[config.mk]
export PLATFORM = sky130hd
export DESIGN_NAME = alu_arbiter
export DESIGN_NICKNAME = d
export VERILOG_FILES = /design/src/rtl/alu_arbiter.sv
export SDC_FILE = /design/constraint.sdc
export NUM_CORES = 1
export LEC_CHECK = 0
export BUFFER_PORTS_ARGS = -buffer_cell sky130_fd_sc_hd__buf_2
export CORE_UTILIZATION = 44
export DETAILED_ROUTE_END_ITERATION = 10
export PLACE_DENSITY = 0.9
export SLEW_MARGIN = 25
export SYNTH_ARGS = -nofsm -noshare
export SYNTH_HDL_FRONTEND = slang
export SYNTH_SLANG_ARGS = --single-unit
export TNS_END_PERCENT = 1
[constraint.sdc]
create_clock -name clk -period 2.53 [get_ports clk]
set_clock_uncertainty 0.1 [all_clocks]
set_input_delay 0.506 -clock clk [delete_from_list [all_inputs] [get_ports clk]]
set_output_delay 0.506 -clock clk [all_outputs]
set_load 0.02 [all_outputs]
[src/rtl/alu_arbiter.sv]
// Round-robin arbiter that shares one external ALU between two requesters.
// Each operation is latched on handshake, held through EXEC/RESP, and answered with a one-cycle pulse.
module alu_arbiter #(
    parameter int ALU_LAT = 1
) (
    input  logic        clk,
    input  logic        rst_n,
    input  logic [1:0]  req_valid,
    output logic [1:0]  req_ready,
    input  logic [5:0]  req_op,
    input  logic [63:0] req_a,
    input  logic [63:0] req_b,
    output logic [1:0]  rsp_valid,
    output logic [31:0] rsp_data,
    output logic        rsp_carry,
    output logic        rsp_zero,
    output logic [31:0] alu_data1,
    output logic [31:0] alu_data2,
    output logic [2:0]  alu_ctrl,
    input  logic [31:0] alu_out,
    input  logic        alu_carry
);

    typedef enum logic [1:0] {
        IDLE,
        EXEC,
        RESP
    } state_t;

    localparam logic [3:0] CNT_LAST = 4'(ALU_LAT - 1);

    state_t     state;
    logic [3:0] cnt;
    logic       last_grant;
    logic       grant_id;
    logic       active_id;

    // With both requesters valid the one not served last wins; otherwise the lone valid one wins.
    always_comb begin
        grant_id  = 1'b0;
        req_ready = 2'b00;
        if (req_valid == 2'b11) begin
            grant_id = ~last_grant;
        end else begin
            grant_id = req_valid[1];
        end
        if (rst_n && (state == IDLE) && (req_valid != 2'b00)) begin
            req_ready = grant_id ? 2'b10 : 2'b01;
        end
    end

    always_ff @(posedge clk or negedge rst_n) begin
        if (!rst_n) begin
            state      <= IDLE;
            cnt        <= 4'd0;
            last_grant <= 1'b1;
            active_id  <= 1'b0;
            rsp_valid  <= 2'b00;
            rsp_data   <= 32'd0;
            rsp_carry  <= 1'b0;
            rsp_zero   <= 1'b0;
            alu_data1  <= 32'd0;
            alu_data2  <= 32'd0;
            alu_ctrl   <= 3'b000;
        end else begin
            case (state)
                IDLE: begin
                    rsp_valid <= 2'b00;
                    if (req_ready != 2'b00) begin
                        alu_ctrl   <= grant_id ? req_op[5:3]  : req_op[2:0];
                        alu_data1  <= grant_id ? req_a[63:32] : req_a[31:0];
                        alu_data2  <= grant_id ? req_b[63:32] : req_b[31:0];
                        active_id  <= grant_id;
                        last_grant <= grant_id;
                        cnt        <= 4'd0;
                        state      <= EXEC;
                    end
                end
                EXEC: begin
                    // The ALU output is only trusted on the final EXEC cycle.
                    if (cnt == CNT_LAST) begin
                        rsp_data  <= alu_out;
                        rsp_zero  <= (alu_out == 32'd0);
                        rsp_carry <= ((alu_ctrl == 3'b000) || (alu_ctrl == 3'b001)) & alu_carry;
                        rsp_valid <= active_id ? 2'b10 : 2'b01;
                        cnt       <= 4'd0;
                        state     <= RESP;
                    end else begin
                        cnt <= cnt + 4'd1;
                    end
                end
                RESP: begin
                    rsp_valid <= 2'b00;
                    state     <= IDLE;
                end
                default: begin
                    rsp_valid <= 2'b00;
                    state     <= IDLE;
                end
            endcase
        end
    end

endmodule

==> results.py <==
metrics = {
    "route": {
        "wl_met3_um": 794,
        "route.met2.wl_um": 7060,
        "top_layer_used": "met4",
        "vias": 4090,
        "drt_wl_total_um": 13200,
        "drc": 0,
        "vias_per_cell": 5.35,
        "wl_met1_um": 5110,
        "avgRoutedWirePerCell_um": 17.3,
        "drtPass1Iterations": 4,
        "drtIter0Drc": 253,
        "drtAntennaViolNets": 0,
    },
    "grt": {
        "grt_pass1_vias": 4223,
        "antenna_found_initial": 1,
        "grt_pass1_wl_um": 20700,
        "grt.overflow.total": 0,
        "grt_usage": 0.233,
        "grt_max_degree": 58,
    },
    "power_and_ir_drop": {
        "cellPowerDensity_mw_per_mm2": 896,
        "clkPwrFrac": 0.178,
        "power_frac_seq": 0.434,
        "switching_power_mw": 2.09,
        "p_comb_frac": 0.389,
        "irDropWorstVdd_mv": 0.463,
        "internal_power_mw": 3.72,
        "leakage_nw": 3.77,
        "finalPower_mw": 5.81,
        "switching_share": 0.360,
    },
    "setup_path": {
        "required_ns": 1.92,
        "startpoint_type": "flip-flop",
        "worst-path-buf-inv": 1,
        "critPathMaxFanout": 10,
        "ff2ff_setup_slack_ns": 0.56,
        "crit_path_top_delay_cell": "dfrtp_1",
        "slowest_delay_ns": 0.41,
        "reg2reg_to": "rsp_data[5]$_DFFE_PN0P_",
        "crit_path_end_kind": "output port",
        "worst-endpoint-arrival_ns": 1.56,
        "r2r-start": "cnt[0]$_DFFE_PN0P_",
        "path_class": "reg -> out",
        "reg2regPathDepth": 5,
        "crit_family": "flip-flops",
        "crit_chain": "nor3b_2, o21ai_4, a21oi_4, buf_2",
    },
    "clocking": {
        "numCtsBuffers": 9,
        "cts_hold_buf": 0,
        "cts_resized": 0,
        "cts_tree": "built",
        "clkTransAtPathRegs_ns": 0.10,
        "root_buffer": "clkbuf_8",
        "clk_path_buf_depth": 2,
        "h-tree-depth": 3,
        "clk_latency_ns": 0.36,
        "cts.sink_count": 111,
        "post_cts_buffers": 0,
    },
    "logic_synthesis": {
        "synth_xor_xnor_area_share": 0,
        "synth_nets": 529,
        "synth_top_family_by_area": "compound AO/OA/AOI/OAI gates",
        "muxShareOfSynthArea": 0.102,
        "seq_area_frac_synth": 0.576,
        "ys_warn_count": 0,
        "synth.distinct_cells": 30,
        "synthAdderAreaFrac": 0.00519,
        "synth_compound_area_frac": 0.240,
        "syn_inst": 356,
        "synth_top_area_cell": "dfrtp_1",
        "syn_area_per_cell_um2": 13.6,
        "ys_async_sr_fraction": 1.00,
        "synth.ff_latch_count": 111,
        "syn-cell-area_mm2": 0.00482,
        "yosys-top-cells-area": "dfrtp_1, a22o_1, a21o_1, mux2_4, mux2_2",
        "synth_simple_gate_area_frac": 0.0384,
        "synth_edf_count": 0,
        "synth_ff_type": "dfrtp_1",
        "synth_top_cell_area_share": 0.571,
    },
    "final_layout": {
        "final_nets": 797,
        "register_area_mm2": 0.00278,
        "drive_gt1_frac": 0.538,
        "fill_cells": 865,
        "area_growth_pct": 34.4,
        "multiInputGateArea_mm2": 0.00188,
    },
    "die": {
        "rows": 37,
        "die_w_um": 107,
        "io_pins": 276,
        "start_util": 0.461,
        "dieArea_mm2": 0.0114,
        "die_h_um": 107,
        "core_area_mm2": 0.0105,
    },
    "timing": {
        "worstMarginPinSlew_ns": 0.702,
        "relSlewSlack": 0.532,
        "finalSetupViolCount": 0,
        "hold_violations": 0,
        "timing.setup.tns_ns": 0,
        "rsz0062_at_grt": "false",
        "timing.final.crit_share": 0.855,
        "post-route-min-period_ns": 2.16,
        "fmax_ghz": 0.462,
        "drv_slew": 0,
    },
    "placed_design": {
        "dpl.hpwl_um": 9870,
        "port_buffers": 275,
        "gp_congestion": 0.822,
    },
    "worst_hold_path": {
        "hp-class": "in -> async",
    },
    "status": {
        "status": "completed",
    },
    "run": {
        "drv_cap": 0,
    },
}
[metrics by stage]
stage / utilization / setup slack [ns] / cells / hold slack (ns) / cell area (um2)
floorplan: - / 0.741 / 356 / 0.110 / 4820
global placement: 0.602 / 0.548 / 749 / 0.358 / 6290
detailed placement: 0.602 / 0.509 / 749 / 0.378 / 6290
CTS: 0.619 / 0.337 / 764 / 0.194 / 6480
global route: 0.620 / 0.261 / 765 / 0.224 / 6480
finish: 0.620 / 0.367 / 765 / 0.190 / 6480
[placed cells by master, fill, tap and decap left out]
| master | netlist | routed |
|---|---|---|
| mux2_2 | 7 | 7 |
| diode_2 | 0 | 1 |
| nand2b_1 | 1 | 1 |
| o21ai_4 | 0 | 1 |
| o31ai_1 | 2 | 2 |
| dfstp_2 | 1 | 1 |
| o21ai_0 | 2 | 2 |
| nor3b_2 | 1 | 1 |
| nand2_1 | 7 | 7 |
| nand4_1 | 3 | 3 |
| dfrtp_1 | 110 | 110 |
| inv_1 | 4 | 4 |
| nand2_4 | 1 | 1 |
| a21o_1 | 69 | 69 |
| buf_4 | 3 | 10 |
| buf_2 | 13 | 274 |
| clkinv_2 | 0 | 2 |
| a22o_1 | 67 | 67 |
| nor4_1 | 8 | 8 |
| nand3_1 | 2 | 2 |
| nor2b_1 | 1 | 1 |
| nor3b_4 | 1 | 1 |
| mux2i_1 | 4 | 4 |
| clkinvlp_4 | 0 | 3 |
| a21oi_4 | 0 | 1 |
| bufinv_16 | 0 | 1 |
| a31oi_1 | 1 | 1 |
| mux2_4 | 25 | 25 |
| and3_2 | 0 | 1 |
| ha_1 | 2 | 2 |
| nor2_1 | 5 | 5 |
| clkbuf_8 | 0 | 9 |
| a21oi_1 | 2 | 2 |
[worst max-delay path by stage]
stage | startpoint | slack [ns] | cells past startpoint | end
2_1_floorplan | rst_n | 0.74 | 4 | req_ready[0]
4_1_cts | state[0]$_DFFE_PN0P_ | 0.34 | 4 | req_ready[0]
3_3_place_gp | rst_n | 0.55 | 3 | active_id$_DFFE_PN0P_
6_report | state[0]$_DFFE_PN0P_ | 0.37 | 4 | req_ready[0]
3_5_place_dp | rst_n | 0.51 | 3 | alu_data2[9]$_DFFE_PN0P_
5_1_grt | state[0]$_DFFE_PN0P_ | 0.26 | 4 | req_ready[0]
[power by group through the flow]
stage          Sequential (mW)  Clock [mW]  Combinational (mW)
2_1_floorplan             3.11           0               0.870
3_3_place_gp              2.52           0                2.21
3_5_place_dp              2.54           0                2.28
4_1_cts                   2.52        1.06                2.28
5_1_grt                   2.57        1.14                2.41
6_report                  2.52        1.03                2.26
[cell families after synthesis]
logic type	Yosys count
adders and majority gates	2
AOI/OAI and AO/OA	145
and+or+nand+nor	31
buffers and inverters	31
DFF	111
muxes	36
[routing by layer]
metal | up-vias | global-route usage
li1 | 1865 | -
met1 | 2000 | 0.267
met2 | 199 | 0.429
met3 | 26 | 0.0395
met4 | 0 | 0.0939
met5 | - | 0
[cell usage after synthesis, drive strengths merged, types with 3 or more instances]
library cell  count
mux2             32
a21oi             3
buf              21
a21o             69
nand4             3
dfrtp           110
clkbuf            6
a22o             67
nor4              8
o21ai             3
nand2             8
nor2              5
inv               4
mux2i             4
[final cells by class]
| type | instances | share of cell area |
|---|---|---|
| multi-input cells | 214 | 0.291 |
| well taps | 136 | 0.0262 |
| clock inverters | 6 | 0.00965 |
| repair buffers | 284 | 0.223 |
| inverters | 4 | 0.00232 |
| clock buffers | 9 | 0.0191 |
| diodes | 1 | 0.000386 |
| flip-flops and latches | 111 | 0.429 |
[state kept, by name, indices dropped and copies added (netlist names)]
name / flops
alu_data1: 32
alu_data2: 32
rsp_valid: 2
rsp_data: 32
rsp_zero: 1
alu_ctrl: 3
last_grant: 1
state: 2
rsp_carry: 1
active_id: 1
cnt: 4
No activity file was read; power rests on OpenSTA's default activity.
